==> src/rtl/instr_encoder.sv <==
// RV32I field encoder: packs decoded op/rd/rs1/rs2/imm into 32-b machine words and
// streams them to an imem write port at consecutive word addresses.
module instr_encoder #(
  parameter int AW    = 32,
  parameter int DEPTH = 1024
) (
  input  logic                         i_clk,
  input  logic                         i_rst_n,
  input  logic                         i_start,
  input  logic [AW-1:0]                i_base_addr,
  input  logic                         i_in_valid,
  output logic                         o_in_ready,
  input  logic [5:0]                   i_in_op,
  input  logic [4:0]                   i_in_rd,
  input  logic [4:0]                   i_in_rs1,
  input  logic [4:0]                   i_in_rs2,
  input  logic [31:0]                  i_in_imm,
  input  logic                         i_in_last,
  output logic                         o_out_valid,
  input  logic                         i_out_ready,
  output logic [AW-1:0]                o_out_addr,
  output logic [31:0]                  o_out_instr,
  output logic                         o_busy,
  output logic                         o_done,
  output logic                         o_err,
  output logic [$clog2(DEPTH+1)-1:0]   o_count
);

  localparam int CW = $clog2(DEPTH+1);

  localparam logic [1:0] S_IDLE = 2'd0, S_RUN = 2'd1, S_DONE = 2'd2;

  localparam logic [2:0] F_NOP = 3'd0, F_R = 3'd1, F_I = 3'd2, F_SH = 3'd3,
                         F_S   = 3'd4, F_B = 3'd5, F_U = 3'd6, F_J  = 3'd7;

  localparam logic [6:0] OPC_IMM = 7'b0010011, OPC_R   = 7'b0110011, OPC_LD  = 7'b0000011,
                         OPC_ST  = 7'b0100011, OPC_LUI = 7'b0110111, OPC_AUI = 7'b0010111,
                         OPC_JAL = 7'b1101111, OPC_JR  = 7'b1100111, OPC_BR  = 7'b1100011;

  logic [1:0]    r_state;
  logic [AW-1:0] r_ptr;
  logic [CW-1:0] r_count, r_accepted;
  logic          r_last_taken, r_out_last, r_out_valid, r_err;
  logic [AW-1:0] r_out_addr;
  logic [31:0]   r_out_instr;

  logic [2:0]    w_fmt;
  logic [6:0]    w_opc, w_f7;
  logic [2:0]    w_f3;
  logic [31:0]   w_word;
  logic          w_illegal, w_accept, w_out_hs, w_cnt_full;
  logic [CW-1:0] w_count_nxt;

  // Op -> (format, opcode, funct3); funct7 only matters for SUB/SRA/SRAI.
  always_comb begin
    w_fmt = F_NOP; w_opc = OPC_IMM; w_f3 = 3'd0; w_f7 = 7'd0; w_illegal = 1'b0;
    case (i_in_op)
      6'd0 : {w_fmt, w_opc, w_f3} = {F_I,  OPC_IMM, 3'd0};
      6'd1 : {w_fmt, w_opc, w_f3} = {F_I,  OPC_IMM, 3'd2};
      6'd2 : {w_fmt, w_opc, w_f3} = {F_I,  OPC_IMM, 3'd3};
      6'd3 : {w_fmt, w_opc, w_f3} = {F_I,  OPC_IMM, 3'd4};
      6'd4 : {w_fmt, w_opc, w_f3} = {F_I,  OPC_IMM, 3'd6};
      6'd5 : {w_fmt, w_opc, w_f3} = {F_I,  OPC_IMM, 3'd7};
      6'd6 : {w_fmt, w_opc, w_f3} = {F_SH, OPC_IMM, 3'd1};
      6'd7 : {w_fmt, w_opc, w_f3, w_f7} = {F_SH, OPC_IMM, 3'd5, 7'b0100000};
      6'd8 : {w_fmt, w_opc, w_f3} = {F_SH, OPC_IMM, 3'd5};
      6'd9 : {w_fmt, w_opc, w_f3, w_f7} = {F_R, OPC_R, 3'd0, 7'b0100000};
      6'd10: {w_fmt, w_opc, w_f3} = {F_R,  OPC_R,   3'd0};
      6'd11: {w_fmt, w_opc, w_f3} = {F_R,  OPC_R,   3'd1};
      6'd12: {w_fmt, w_opc, w_f3} = {F_R,  OPC_R,   3'd2};
      6'd13: {w_fmt, w_opc, w_f3} = {F_R,  OPC_R,   3'd3};
      6'd14: {w_fmt, w_opc, w_f3} = {F_R,  OPC_R,   3'd4};
      6'd15: {w_fmt, w_opc, w_f3, w_f7} = {F_R, OPC_R, 3'd5, 7'b0100000};
      6'd16: {w_fmt, w_opc, w_f3} = {F_R,  OPC_R,   3'd5};
      6'd17: {w_fmt, w_opc, w_f3} = {F_R,  OPC_R,   3'd6};
      6'd18: {w_fmt, w_opc, w_f3} = {F_R,  OPC_R,   3'd7};
      6'd19: {w_fmt, w_opc, w_f3} = {F_I,  OPC_LD,  3'd0};
      6'd20: {w_fmt, w_opc, w_f3} = {F_I,  OPC_LD,  3'd1};
      6'd21: {w_fmt, w_opc, w_f3} = {F_I,  OPC_LD,  3'd2};
      6'd22: {w_fmt, w_opc, w_f3} = {F_I,  OPC_LD,  3'd4};
      6'd23: {w_fmt, w_opc, w_f3} = {F_I,  OPC_LD,  3'd5};
      6'd24: {w_fmt, w_opc, w_f3} = {F_S,  OPC_ST,  3'd0};
      6'd25: {w_fmt, w_opc, w_f3} = {F_S,  OPC_ST,  3'd1};
      6'd26: {w_fmt, w_opc, w_f3} = {F_S,  OPC_ST,  3'd2};
      6'd27: {w_fmt, w_opc} = {F_U, OPC_LUI};
      6'd28: {w_fmt, w_opc} = {F_U, OPC_AUI};
      6'd29: {w_fmt, w_opc} = {F_J, OPC_JAL};
      6'd30: {w_fmt, w_opc, w_f3} = {F_I,  OPC_JR,  3'd0};
      6'd31: {w_fmt, w_opc, w_f3} = {F_B,  OPC_BR,  3'd0};
      6'd32: {w_fmt, w_opc, w_f3} = {F_B,  OPC_BR,  3'd1};
      6'd33: {w_fmt, w_opc, w_f3} = {F_B,  OPC_BR,  3'd4};
      6'd34: {w_fmt, w_opc, w_f3} = {F_B,  OPC_BR,  3'd5};
      6'd35: {w_fmt, w_opc, w_f3} = {F_B,  OPC_BR,  3'd6};
      6'd36: {w_fmt, w_opc, w_f3} = {F_B,  OPC_BR,  3'd7};
      default: w_illegal = 1'b1;
    endcase
  end

  always_comb begin
    w_word = 32'h0000_0013;
    case (w_fmt)
      F_R:  w_word = {w_f7, i_in_rs2, i_in_rs1, w_f3, i_in_rd, w_opc};
      F_I:  w_word = {i_in_imm[11:0], i_in_rs1, w_f3, i_in_rd, w_opc};
      F_SH: w_word = {w_f7, i_in_imm[4:0], i_in_rs1, w_f3, i_in_rd, w_opc};
      F_S:  w_word = {i_in_imm[11:5], i_in_rs2, i_in_rs1, w_f3, i_in_imm[4:0], w_opc};
      F_B:  w_word = {i_in_imm[12], i_in_imm[10:5], i_in_rs2, i_in_rs1, w_f3,
                      i_in_imm[4:1], i_in_imm[11], w_opc};
      F_U:  w_word = {i_in_imm[31:12], i_in_rd, w_opc};
      F_J:  w_word = {i_in_imm[20], i_in_imm[10:1], i_in_imm[11], i_in_imm[19:12],
                      i_in_rd, w_opc};
      default: w_word = 32'h0000_0013;
    endcase
  end

  assign o_in_ready  = (r_state == S_RUN) & (!r_out_valid | i_out_ready) & !r_last_taken
                     & (r_accepted < CW'(DEPTH));
  assign w_accept    = i_in_valid & o_in_ready;
  assign w_out_hs    = r_out_valid & i_out_ready;
  assign w_count_nxt = r_count + CW'(1);
  assign w_cnt_full  = (w_count_nxt == CW'(DEPTH));

  always_ff @(posedge i_clk or negedge i_rst_n) begin
    if (!i_rst_n) begin
      r_state      <= S_IDLE;
      r_ptr        <= '0;
      r_count      <= '0;
      r_accepted   <= '0;
      r_last_taken <= 1'b0;
      r_out_last   <= 1'b0;
      r_out_valid  <= 1'b0;
      r_out_addr   <= '0;
      r_out_instr  <= '0;
      r_err        <= 1'b0;
    end else begin
      case (r_state)
        S_IDLE: if (i_start) begin
          r_state      <= S_RUN;
          r_ptr        <= i_base_addr & ~AW'(3);
          r_count      <= '0;
          r_accepted   <= '0;
          r_last_taken <= 1'b0;
          r_err        <= 1'b0;
        end
        S_RUN: begin
          // An accept reloads the output register even while the old word hands off.
          if (w_accept) begin
            r_out_valid  <= 1'b1;
            r_out_instr  <= w_word;
            r_out_addr   <= r_ptr;
            r_out_last   <= i_in_last;
            r_ptr        <= r_ptr + AW'(4);
            r_accepted   <= r_accepted + CW'(1);
            r_last_taken <= r_last_taken | i_in_last;
            if (w_illegal) r_err <= 1'b1;
          end else if (w_out_hs) begin
            r_out_valid <= 1'b0;
          end
          if (w_out_hs) begin
            r_count <= w_count_nxt;
            if (r_out_last || w_cnt_full) r_state <= S_DONE;
            if (!r_out_last && w_cnt_full) r_err <= 1'b1;
          end
        end
        default: r_state <= S_IDLE;
      endcase
    end
  end

  assign o_out_valid = r_out_valid;
  assign o_out_addr  = r_out_addr;
  assign o_out_instr = r_out_instr;
  assign o_busy      = (r_state != S_IDLE);
  assign o_done      = (r_state == S_DONE);
  assign o_err       = r_err;
  assign o_count     = r_count;

endmodule

==> config.mk <==
export PLATFORM = sky130hd
export DESIGN_NAME = instr_encoder
export DESIGN_NICKNAME = d
export VERILOG_FILES = /design/src/rtl/instr_encoder.sv
export SDC_FILE = /design/constraint.sdc
export NUM_CORES = 1
export LEC_CHECK = 0
export CAP_MARGIN = 20
export CORE_ASPECT_RATIO = 1.2
export CORE_UTILIZATION = 30
export DETAILED_ROUTE_END_ITERATION = 7
export GPL_TIMING_DRIVEN = 1
export SLEW_MARGIN = 20
export SYNTH_ARGS = -nofsm -noshare
export SYNTH_HDL_FRONTEND = slang
export SYNTH_SLANG_ARGS = --single-unit
==> constraint.sdc <==
create_clock -name i_clk -period 3.3 [get_ports i_clk]
set_input_delay 0.33 -clock i_clk [delete_from_list [all_inputs] [get_ports i_clk]]
set_output_delay 0.33 -clock i_clk [all_outputs]
set_load 0.02 [all_outputs]
**Word level (Yosys, flattened, before mapping)**

Cells that the tools add are included.

- $add $sub $neg: 3
- $mul: 0
- Div/mod/pow operators: 0
- Shift operators: 0
- Multiplexer cells: 27
- Eq/ne operators: 50
- Bitwise gates (word level): 7
- Reduce and logical (&&, ||, !) cells: 32
- Order comparisons: 1

Operators with widths:

| cell | number |
|---|---|
| 32-bit case mux with 7 select lines | 1 |
| 6-bit by 5-bit == test with 1-bit output (second input constant) | 16 |
| 32-bit 2-to-1 mux | 2 |
| 32-bit case mux with 2 select lines | 1 |
| 7-bit case mux with 8 select lines | 1 |
| 6-bit by 4-bit == test with 1-bit output (second input constant) | 8 |
| 11-bit case mux with 2 select lines | 2 |
| 3-bit case mux with 7 select lines | 2 |
| 37-bit OR reduction | 1 |
| 11-bit 2-to-1 mux | 3 |
| 32-bit by 3-bit adder with 32-bit output (second input constant) | 1 |
| 6-bit == test (second input constant) | 5 |
| 6-bit by 3-bit == test with 1-bit output (second input constant) | 4 |
| 11-bit by 1-bit adder with 11-bit output (second input constant) | 2 |
| 3-bit OR reduction | 5 |
| 3-bit == test (second input constant) | 4 |
| 6-bit by 2-bit == test with 1-bit output (second input constant) | 2 |
| 12-bit OR reduction | 1 |
| 6-bit OR reduction | 2 |
| 11-bit == test (second input constant) | 1 |
| 11-bit less-than comparator (second input constant) | 1 |
| 10-bit OR reduction | 1 |
| 5-bit OR reduction | 2 |
| 3-bit AND reduction | 3 |
| other kinds (23) | 49 |

- Flip-flop bits (word level): 124
- Memories: 0
- Input bits: 91
- Word-level logic and storage cells: 130
- Output and inout bits: 80
- Bits in latches: 0
- Memory bits (read-only): 0
- RAM bits: 0

**Depth between registers and ports, before layout**

- Depth after elaboration: 10
- Gate-level depth with buffers: 8

**Least setup slack after synthesis**

Ideal clock, no wire load.

- Path type: register -> register
- Start point: register r_count[0], in the netlist o_count[0]
- End point: register r_state[0]
- Setup time: 124 ps
- Required time: 3176 ps
- Clock period less this slack: 1973 ps
- Setup slack: 1327 ps
- Buffers on the path: 0
- Cell stages (with the launch flop): 7
- Arrival: 1848 ps
- Cells stage by stage: dfrtp_1 ha_1 nand3_1 or4_1 a22oi_1 o211a_1 o21ai_1

- Word-level cells in the longest chain between the ends: 5

RTL lines:

| element | RTL line | source |
|---|---|---|
| start: declaration | 42 | `logic [CW-1:0] r_count, r_accepted;` |
| start signal: assignment | 159 | `r_count <= w_count_nxt;` |
| 11-bit by 1-bit adder with 11-bit output | 119 | `assign w_count_nxt = r_count + CW'(1);` |
| 11-bit == test | 120 | `assign w_cnt_full = (w_count_nxt == CW'(DEPTH));` |
| 1-bit logical OR | 160 | `if (r_out_last \|\| w_cnt_full) r_state <= S_DONE;` |
| 2-bit by 1-bit inequality test with 1-bit output (no line) | - |  |
| 3-bit AND reduction (no line) | - |  |
| end signal: assignment | 124 | `r_state <= S_IDLE;` |
| end signal: assignment | 160 |  |
| end signal: assignment | 164 | `default: r_state <= S_IDLE;` |
| end: declaration | 40 | `logic [1:0] r_state;` |

No other way between the ends.
A chain may end at the register's enable or synchronous reset.

**Worst setup path in the final report**

- Start point: register r_state[1]
- End point: output o_in_ready

- Word-level cells in the longest chain between the ends: 4

RTL lines:

| element | RTL line | source |
|---|---|---|
| start signal: assignment | 124 |  |
| start signal: assignment | 137 | `r_state <= S_RUN;` |
| start signal: assignment | 160 |  |
| 2-bit by 1-bit == test with 1-bit output | 115 | `assign o_in_ready = (r_state == S_RUN) & (!r_out_valid \| i_out_ready) & !r_last_taken` |
| 1-bit bitwise AND (2 in a row) | 115 |  |
| 1-bit bitwise AND | 116 | `& (r_accepted < CW'(DEPTH));` |
| end: declaration | 12 | `output logic o_in_ready,` |

No other way between the ends.

==> results.cfg <==
[yosys]
synth_seq_cells = 119
ys_types = 81
syn-instance-count = 769
synth_edf_count = 0
yosysWarnings = 0
synth.top_cell.area_share = 0.449
yosysSeqAreaShare = 0.449
synth_area_per_cell_um2 = 8.63
synthArstFlopShare = 1.00
synth.top_cells.by_area = dfrtp_1, nand2_1, o21ai_0
synth_top_area_cell = dfrtp_1
synth_area_um2 = 6640
synthFlopType = dfrtp_1

[min_path]
hp-class = input pin to flip-flop
holdCritStartpoint = i_in_rs2[4]

[placement]
dp_slack_ps = 598
io_buffers = 166
place_congestion = 0.883
hpwl_um = 15400

[routing]
drt-total-wl_um = 21200
num_vias = 6517
first_iter_violations = 375
routed_via_density = 5.37
drc = 0
firstDrtPassIters = 7
drtAntennaViolNets = 0
wl_per_cell_um = 17.5

[critical_path]
reg2regPathDepth = 5
end_kind = output port
crit_start = r_state[1]
critPathLaunchType = flip-flop
worstReg2RegStart = r_state[1]
cp_max_fo = 6
path_class = flip-flop to output port
cp.arrival_ps = 2270
r2r_slack_ps = 910
required_ps = 2970
worstReg2RegEnd = r_ptr[5]
crit_end = o_in_ready

[sta]
min_period_ps = 2600
fmax_mhz = 384
fin_skew_ps = 14.1
rsz0062_at_grt = no
fin_tns_setup_ps = 0
finalWorstSetupSlack_ps = 696
slew_headroom = 0.482
period_share = 0.789
finalSetupViolCount = 0
drv_slew = 0
max_slew.worst_pin.slew_ps = 774
final-hold-violation-count = 0

[power_and_ir_drop]
p_clk_frac = 0.262
power-per-cell-area_nw_per_um2 = 847
switching_share = 0.391
vdd_drop_max_uv = 389
sequentialPowerShare = 0.332
p_int_w = 0.00478
p_comb_frac = 0.407
p_switching_w = 0.00307
p_leak_nw = 3.93

[floorplan]
core-area_um2 = 21700
fp-row-count = 59
initial_core_util = 0.306
die_y_um = 165
pin_count = 171
die_area_um2 = 22700
dieWidth_um = 138

[run]
drv_cap = 0

[global_routing]
gr-usage-met1 = 0.239
grt_pass1_wl_um = 33400
grt_pass1_vias = 6318
grt.met2_usage = 0.321
grt-ovfl-total = 0
top_usage_layer = met2
grt.total_usage = 0.192
grt_max_degree = 55
use_met3 = 0.0494
grt_antenna_before_repair = 0

[final_layout]
fin_nets = 1020
area_growth_pct = 39.5
antenna_cells = 0
final_cell_mix = clkdlybuf4s50_1, nand2_1, dfrtp_1, o21ai_0
final_common_cell = clkdlybuf4s50_1
nFillCells = 2193
drive_gt1_frac = 0.0895

[clock_tree]
clock_latency_ps = 420
htreeDepth = 4
clock_sinks = 119
root_buffer = clkbuf_16
max-clock-path-buffers = 2
cts.reportedPaths.clkPinSlew_ps = 60
cts_tree = done
cts_buffers = 17

[status]
outcome = finished, final reports clean
[flip-flops by register name (all words and copies together) (netlist names)]
signal	cells
o_count	11
r_last_taken	1
r_accepted	11
o_out_addr	30
r_state	2
r_out_last	1
r_ptr	30
o_out_instr	31
o_err	1
o_out_valid	1
[metal layers]
metal / part of all wire / wire (µm)
met5: 0 / 0
met2: 0.49 / 10300
met1: 0.43 / 9090
met4: 0.017 / 360
met3: 0.069 / 1460
[critical path, stage by stage, from the launching register on]
cell,delay [ps]
dfrtp_1,460
nor4b_4,440
and2_1,300
clkdlybuf4s50_1,650
[worst min-delay path by stage]
stage | endpoint | cells after the start | slack [ps]
2_1_floorplan | o_count[0] | 0 | 30
3_3_place_gp | o_out_addr[8] | 1 | 440
3_5_place_dp | o_out_addr[8] | 1 | 460
4_1_cts | o_out_instr[24] | 3 | 440
5_1_grt | o_out_instr[22] | 3 | 450
6_report | o_out_instr[24] | 3 | 460
[layout make-up]
cell class                      instances  area, µm²  area share
Timing Repair Buffer                  196       1900       0.205
Multi-Input combinational cell        582       3360       0.363
Clock inverter                         13        193      0.0208
Clock buffer                           19        453      0.0489
Sequential cell                       119       2980       0.321
Tap cell                              274        343      0.0370
Inverter                               10       37.5     0.00405
[power by group through the flow]
stage	sequential [W]	clock, W	combinational [W]
6_report	0.00260	0.00205	0.00319
5_1_grt	0.00269	0.00216	0.00348
4_1_cts	0.00259	0.00210	0.00322
3_5_place_dp	0.00260	0	0.00321
3_3_place_gp	0.00260	0	0.00317
2_1_floorplan	0.00287	0	0.00150
[per-stage QoR]
| step | instances | total power [W] | hold slack, ps | area, µm² | util |
|---|---|---|---|---|---|
| after floorplan | 770 | 0.00438 | 34.4 | 6640 | - |
| after global placement | 1180 | 0.00577 | 444 | 8610 | 0.397 |
| after detailed placement | 1180 | 0.00581 | 458 | 8610 | 0.397 |
| after CTS | 1213 | 0.00791 | 444 | 9260 | 0.427 |
| after global routing | 1213 | 0.00834 | 452 | 9260 | 0.427 |
| final | 1213 | 0.00784 | 460 | 9260 | 0.427 |
[timing repair]
action | CTS | global route
hold buffers | 1 | 0
setup buffers | 0 | 0
gates resized for setup | 0 | 0
endpoints found under the hold margin | 1 | 0
[logic make-up after synthesis]
group / after synthesis / synth area share
AOI/OAI and AO/OA: 235 / 0.232
xor gates and xnor gates: 13 / 0.0172
adders and majority gates: 3 / 0.00566
buffers and inverters: 69 / 0.0486
DFF: 119 / 0.449
muxes: 3 / 0.00452
other: 1 / 0.000565
and+or+nand+nor: 326 / 0.243
[synthesized netlist by cell type (4+ instances only)]
cell type	instances
nand2_1	153
dfrtp_1	119
o21ai_0	71
a21oi_1	48
nor2_1	48
clkbuf_1	32
nand3_1	25
buf_2	16
a31oi_1	14
nand4_1	13
a22o_1	9
and3_1	9
inv_1	9
nor3_1	9
nor4_1	9
a21o_1	8
nand2b_1	8
nor2b_1	8
a221o_1	7
o22ai_1	7
o31ai_1	7
xor2_1	7
a221oi_1	6
o21a_1	6
o311ai_0	6
xnor2_1	6
a22oi_1	5
and2_1	5
buf_4	5
o41ai_1	5
or3_1	5
nor3b_1	4
or4_1	4
(Power assumes the default switching activity.)
